File: src/rtl/wb_arb_pkg.sv
// Shared definitions for the two-master Wishbone arbiter.
//   - Bus widths for the 16-bit data / 32-bit address Wishbone bus.
//   - Arbiter state encoding. The grant states double as the one-hot grant
//     vector (StGnt0 = 01, StGnt1 = 10, StIdle = 00).
//   - gnt_of(): decodes a state into the gnt_o grant vector.
package wb_arb_pkg;

  localparam int unsigned WB_DW = 16;
  localparam int unsigned WB_AW = 32;

  typedef enum logic [1:0] {
    StIdle = 2'b00,
    StGnt0 = 2'b01,
    StGnt1 = 2'b10
  } arb_state_e;

  function automatic logic [1:0] gnt_of(input arb_state_e st);
    logic [1:0] gnt;
    gnt = 2'b00;
    case (st)
      StGnt0:  gnt = 2'b01;
      StGnt1:  gnt = 2'b10;
      default: gnt = 2'b00;
    endcase
    return gnt;
  endfunction

endpackage

File: src/rtl/wb_arb_watchdog.sv
// Bus watchdog for wb_arbiter_2m. Counts strobe cycles the slave leaves
// unacknowledged and raises a one-cycle error pulse when the limit is hit.
// Only instantiated when WB_ARB_TIMEOUT_EN is defined.
//
// Ports:
//   clk_i    clock, rising edge
//   rst_n_i  asynchronous reset, active-low
//   clear_i  idle or grant changing: restart the count
//   stb_i    strobe currently presented to the slave
//   ack_i    slave acknowledge
//   err_o    registered timeout pulse, high for exactly one cycle
module wb_arb_watchdog
  import wb_arb_pkg::*;
#(
  parameter int unsigned TIMEOUT_CYCLES = 255,
  parameter int unsigned TMO_W          = 16
) (
  input  logic clk_i,
  input  logic rst_n_i,
  input  logic clear_i,
  input  logic stb_i,
  input  logic ack_i,
  output logic err_o
);

  localparam logic [TMO_W-1:0] CntLast = TMO_W'(TIMEOUT_CYCLES - 1);

  logic [TMO_W-1:0] cnt_q, cnt_d;
  logic             err_q, err_d;
  logic             fire;

  // Count value TIMEOUT_CYCLES-1 with the strobe still unanswered means this
  // is the TIMEOUT_CYCLES-th unacknowledged cycle.
  assign fire = stb_i && !ack_i && (cnt_q == CntLast);

  always_comb begin
    cnt_d = cnt_q;
    err_d = 1'b0;
    if (clear_i) begin
      cnt_d = '0;
    end else if (fire) begin
      cnt_d = '0;
      err_d = 1'b1;
    end else if (stb_i && !ack_i) begin
      cnt_d = cnt_q + 1'b1;
    end else if (ack_i) begin
      cnt_d = '0;
    end
  end

  always_ff @(posedge clk_i or negedge rst_n_i) begin
    if (!rst_n_i) begin
      cnt_q <= '0;
      err_q <= 1'b0;
    end else begin
      cnt_q <= cnt_d;
      err_q <= err_d;
    end
  end

  assign err_o = err_q;

endmodule

File: src/rtl/wb_arbiter_2m.sv
// Two-master, one-slave Wishbone arbiter (16-bit data, 32-bit address).
// Master 0 is the CPU, master 1 a debug/DMA master. Arbitration is
// round-robin on ties and a grant is held for the master's whole CYC, so
// block transfers and read-modify-write sequences are never split.
//
// Optional feature: define WB_ARB_TIMEOUT_EN to add a watchdog that ends a
// hung cycle with a one-cycle ERR to the granted master. Without it the
// m*_err_o outputs are constant 0.
//
// Ports:
//   clk_i, rst_n_i          clock (rising edge), async active-low reset
//   m0_* / m1_*             master-side Wishbone ports (dat/adr/sel/we/cyc/stb
//                           in, dat/ack/err out)
//   s_*                     slave-side Wishbone port
//   gnt_o                   one-hot grant: bit0 master 0, bit1 master 1
module wb_arbiter_2m
  import wb_arb_pkg::*;
#(
  parameter int unsigned TIMEOUT_CYCLES = 255,
  parameter int unsigned TMO_W          = 16
) (
  input  logic             clk_i,
  input  logic             rst_n_i,
  // master 0
  input  logic [WB_DW-1:0] m0_dat_i,
  output logic [WB_DW-1:0] m0_dat_o,
  input  logic [WB_AW-1:0] m0_adr_i,
  input  logic [1:0]       m0_sel_i,
  input  logic             m0_we_i,
  input  logic             m0_cyc_i,
  input  logic             m0_stb_i,
  output logic             m0_ack_o,
  output logic             m0_err_o,
  // master 1
  input  logic [WB_DW-1:0] m1_dat_i,
  output logic [WB_DW-1:0] m1_dat_o,
  input  logic [WB_AW-1:0] m1_adr_i,
  input  logic [1:0]       m1_sel_i,
  input  logic             m1_we_i,
  input  logic             m1_cyc_i,
  input  logic             m1_stb_i,
  output logic             m1_ack_o,
  output logic             m1_err_o,
  // slave
  output logic [WB_DW-1:0] s_dat_o,
  input  logic [WB_DW-1:0] s_dat_i,
  output logic [WB_AW-1:0] s_adr_o,
  output logic [1:0]       s_sel_o,
  output logic             s_we_o,
  output logic             s_cyc_o,
  output logic             s_stb_o,
  input  logic             s_ack_i,
  output logic [1:0]       gnt_o
);

  localparam bit CfgOk = (TIMEOUT_CYCLES >= 1) && (TIMEOUT_CYCLES <= 65535) &&
                         ((64'(TIMEOUT_CYCLES) >> TMO_W) == 64'd0);

  if (!CfgOk) begin : g_cfg_err
    $error("wb_arbiter_2m: TIMEOUT_CYCLES must be 1..65535 and below 2**TMO_W");
  end

  arb_state_e state_q, state_d;
  // Last master to finish a cycle: 0 = master 0, 1 = master 1. Resets to 1
  // so master 0 wins the first tie.
  logic       last_gnt_q, last_gnt_d;
  logic       wd_err;

  // State register
  always_ff @(posedge clk_i or negedge rst_n_i) begin
    if (!rst_n_i) begin
      state_q    <= StIdle;
      last_gnt_q <= 1'b1;
    end else begin
      state_q    <= state_d;
      last_gnt_q <= last_gnt_d;
    end
  end

  // Next-state logic. A master dropping CYC hands straight over to a waiting
  // peer, so there is no idle cycle between back-to-back owners.
  always_comb begin
    state_d    = state_q;
    last_gnt_d = last_gnt_q;
    case (state_q)
      StIdle: begin
        if (m0_cyc_i && m1_cyc_i) begin
          state_d = last_gnt_q ? StGnt0 : StGnt1;
        end else if (m0_cyc_i) begin
          state_d = StGnt0;
        end else if (m1_cyc_i) begin
          state_d = StGnt1;
        end
      end
      StGnt0: begin
        if (!m0_cyc_i) begin
          last_gnt_d = 1'b0;
          state_d    = m1_cyc_i ? StGnt1 : StIdle;
        end
      end
      StGnt1: begin
        if (!m1_cyc_i) begin
          last_gnt_d = 1'b1;
          state_d    = m0_cyc_i ? StGnt0 : StIdle;
        end
      end
      default: state_d = StIdle;
    endcase
  end

  // Output logic: combinational bus mux driven by the registered state, so an
  // asynchronous reset clears every output immediately.
  always_comb begin
    s_dat_o  = '0;
    s_adr_o  = '0;
    s_sel_o  = '0;
    s_we_o   = 1'b0;
    s_cyc_o  = 1'b0;
    s_stb_o  = 1'b0;
    m0_dat_o = '0;
    m0_ack_o = 1'b0;
    m0_err_o = 1'b0;
    m1_dat_o = '0;
    m1_ack_o = 1'b0;
    m1_err_o = 1'b0;
    case (state_q)
      StGnt0: begin
        s_dat_o  = m0_dat_i;
        s_adr_o  = m0_adr_i;
        s_sel_o  = m0_sel_i;
        s_we_o   = m0_we_i;
        s_cyc_o  = m0_cyc_i;
        s_stb_o  = m0_stb_i;
        m0_dat_o = s_dat_i;
        m0_ack_o = s_ack_i;
        m0_err_o = wd_err;
      end
      StGnt1: begin
        s_dat_o  = m1_dat_i;
        s_adr_o  = m1_adr_i;
        s_sel_o  = m1_sel_i;
        s_we_o   = m1_we_i;
        s_cyc_o  = m1_cyc_i;
        s_stb_o  = m1_stb_i;
        m1_dat_o = s_dat_i;
        m1_ack_o = s_ack_i;
        m1_err_o = wd_err;
      end
      default: ;
    endcase
    // The error cycle also terminates the slave-side cycle; the grant itself
    // stays until the master drops CYC.
    if (wd_err) begin
      s_cyc_o = 1'b0;
      s_stb_o = 1'b0;
    end
  end

  assign gnt_o = gnt_of(state_q);

`ifdef WB_ARB_TIMEOUT_EN
  logic wd_clear;

  assign wd_clear = (state_q == StIdle) || (state_d != state_q);

  wb_arb_watchdog #(
    .TIMEOUT_CYCLES(TIMEOUT_CYCLES),
    .TMO_W         (TMO_W)
  ) u_watchdog (
    .clk_i  (clk_i),
    .rst_n_i(rst_n_i),
    .clear_i(wd_clear),
    .stb_i  (s_stb_o),
    .ack_i  (s_ack_i),
    .err_o  (wd_err)
  );
`else
  assign wd_err = 1'b0;
`endif

endmodule

File: config.mk
export PLATFORM = sky130hd
export DESIGN_NAME = wb_arbiter_2m
export DESIGN_NICKNAME = d
export VERILOG_FILES = /design/src/rtl/wb_arb_pkg.sv /design/src/rtl/wb_arb_watchdog.sv /design/src/rtl/wb_arbiter_2m.sv
export SDC_FILE = /design/constraint.sdc
export NUM_CORES = 1
export LEC_CHECK = 0
export ABC_AREA = 0
export ABC_CLOCK_PERIOD_IN_PS = 1900
export BUFFER_PORTS_ARGS = -buffer_cell sky130_fd_sc_hd__buf_4
export CAP_MARGIN = 20
export CORE_AREA = 5 5 81 83
export DETAILED_ROUTE_END_ITERATION = 10
export DIE_AREA = 0 0 86 88
export PLACE_DENSITY = 0.78
export SLEW_MARGIN = 20
export SYNTH_ARGS = -nofsm -noshare
export SYNTH_HDL_FRONTEND = slang
export SYNTH_SLANG_ARGS = --single-unit
File: constraint.sdc
create_clock -name clk_i -period 1.9 [get_ports clk_i]
set_input_delay 0.38 -clock clk_i [delete_from_list [all_inputs] [get_ports clk_i]]
set_output_delay 0.38 -clock clk_i [all_outputs]
set_load 0.005 [all_outputs]
==> impl_metrics.ini <==
[sta]
worst_slack_ns = -0.0742
fin_crit_ns = 1.97
hold_viol = 0
holdWs_ns = 0.508
final-setup-viol-count = 39
rsz0062_at_grt = true
finalCritPeriodShare_pct = 104
slew_violations = 0
max_freq_ghz = 0.507
clock_skew_ns = 0.00183

[setup_path]
reg2reg_depth = 7
cp_max_fo = 15
cp-start-kind = flop
worstSetupPathType = flop to output pin
crit_arrival_ns = 1.59
r2r-end = state_q[1]
timing.rr.start = state_q[0]
end_kind = output pin
timing.reg2reg.setup_slack_ns = 0.16
required_ns = 1.52

[logic_synthesis]
synth_top_area_share_pct = 29.1
synth_edf_count = 0
yosys_warnings = 0
ys_top_cells_by_area = a22oi_1 (29%), nor2b_1 (24%), and2_1 (16%), ha_1 (5.6%), buf_2 (4.5%)
seq_area_frac_synth_pct = 5.68
synthArstFlopShare_pct = 100
ys_seq_elements = 3
synth.avg_cell_area_um2 = 7.11
synth_flop_cell = dfrtp_1
synth_area_mm2 = 0.00134
ys_types = 23
netlist_instances = 189
synth_top_cell_by_area = a22oi_1

[finish]
diodes = 0
final_cells = 482
fin_nets = 539
area_delta_synth_final_pct = 166
drive_above_1_share_pct = 71.5
final_common_cell = buf_4
fill_cells = 539
final-seq-area_um2 = 76.3
final_cell_mix = buf_4 (220), nor2b_1 (51), a22oi_2 (40)
multi_input_area_mm2 = 0.00138

[die]
fp.dieW_um = 86
core_area_mm2 = 0.00578
num_rows = 28
initial_core_util_pct = 23.2
io_pins = 216
die_h_um = 88
die_area_mm2 = 0.00757

[drt]
drc = 0
first_iter_violations = 66
dr.pass1.iters = 4
drt_wl_total_mm = 8.54
vias = 2281
ant_nets = 0
vias_per_cell = 4.73
wl_per_cell_um = 17.7

[run_status]
outcome = finished, violations left
violations = setup timing

[worst_hold_path]
min-delay-start = m1_cyc_i
hold_class = input port to flop
min_path_cells = 3
min_to = last_gnt_q

[clocking]
cts_htree_levels = 1
clockBufferDepth = 2
clk_latency_ns = 0.22
clk_pin_slew_worst_paths_ns = 0.03
cts_inserted_buffers = 3
root_buffer = clkbuf_8
clock_sinks = 3
cts_tree = built

[global_routing]
antenna_found_initial = 0
grt_overflow = 0
grt_first_pass_wirelength_mm = 12.2
grt_use_total_pct = 20.0
grt_max_degree = 32
grt_pass1_vias = 2362

[run]
max_cap_violations = 0

[pwr]
cellPowerDensity_mw_per_mm2 = 1230
power_leakage_nw = 1.70
ir_drop_mv = 0.750

[placement]
gp_congestion = 0.779
io_buffers = 213
dp.cells = 461
hpwl_mm = 6.01
==> registers in the layout, summed over array words and instances, names as in the netlist <==
| name | flops |
|---|---|
| last_gnt_q | 1 |
| state_q | 2 |
==> critical path, stage by stage, from the launching register on <==
cell,delay (ns)
dfrtp_1,0.41
buf_4,0.16
ha_4,0.20
buf_12,0.17
a22oi_1,0.21
nor2b_1,0.08
buf_4,0.14
==> synth_stat cells, types with 2 or more instances <==
cell type / n
and2_1: 35
dfrtp_1: 2
nor2b_1: 52
clkbuf_1: 7
a22oi_1: 52
o21ai_0: 2
ha_1: 6
o41ai_2: 2
inv_1: 3
buf_2: 12
a21oi_1: 2
buf_4: 3
==> cell families (layout without fill, tap and decap cells) <==
family,count (synthesis),count (layout),synth area share [%]
AOI/OAI and AO/OA,62,62,36.1
adders and majority gates,6,6,5.59
buffers and inverters,27,244,10.1
DFF,3,3,5.68
other,1,2,0.279
and+or+nand+nor,90,90,42.2
==> per-stage QoR <==
step	instance area [µm²]	utilization [%]	power, mW	setup TNS (ns)	setup slack [ns]
detailed placement	3040	52.5	3.25	0	0.0740
global placement	3040	52.5	3.20	0	0.114
CTS	3430	59.3	4.20	-0.357	-0.0435
floorplan	1350	-	1.74	0	0.321
global route	3580	61.9	4.71	-4.74	-0.141
finish	3580	61.9	4.40	-0.669	-0.0742
==> power breakdown <==
part	internal [mW]	leakage, nW	switching, mW
Combinational	2.39	1.64	1.70
Sequential	0.0995	0.0358	0.0269
Clock	0.143	0.0228	0.0411
Total	2.63	1.70	1.77
==> how the worst max path moves through the flow <==
| stage | start | to | slack, ns | cells past startpoint |
|---|---|---|---|---|
| 6_report | state_q[1] | s_dat_o[0] | -0.07 | 6 |
| 5_1_grt | state_q[1] | s_dat_o[0] | -0.14 | 6 |
| 3_3_place_gp | state_q[1] | s_cyc_o | 0.11 | 6 |
| 2_1_floorplan | state_q[0] | s_adr_o[0] | 0.32 | 4 |
| 3_5_place_dp | state_q[0] | s_dat_o[0] | 0.07 | 6 |
| 4_1_cts | state_q[1] | s_dat_o[10] | -0.04 | 6 |
==> metal layers <==
layer / wire, µm / GRT usage [%]
met1: 3020 / 21.1
met2: 4750 / 39.8
met3: 711 / 4.80
met4: 63 / 3.74
met5: 0 / 0
==> repair_timing <==
item	4_1_cts	5_1_grt
pin swaps	13	4
gates resized for setup	35	22
setup endpoints to repair	65	65
hold buffers	1	0
hold endpoints to repair	2	0
setup buffers	10	2
gates cloned	3	1
==> layout make-up <==
cell class                 count  area share [%]
sequential                     3            2.13
multi-input combinational    160            38.6
timing repair buffer         237            55.1
inverter                       3           0.315
clock buffer                   4            1.26
tap                           75            2.62
(Power assumes the default switching activity.)
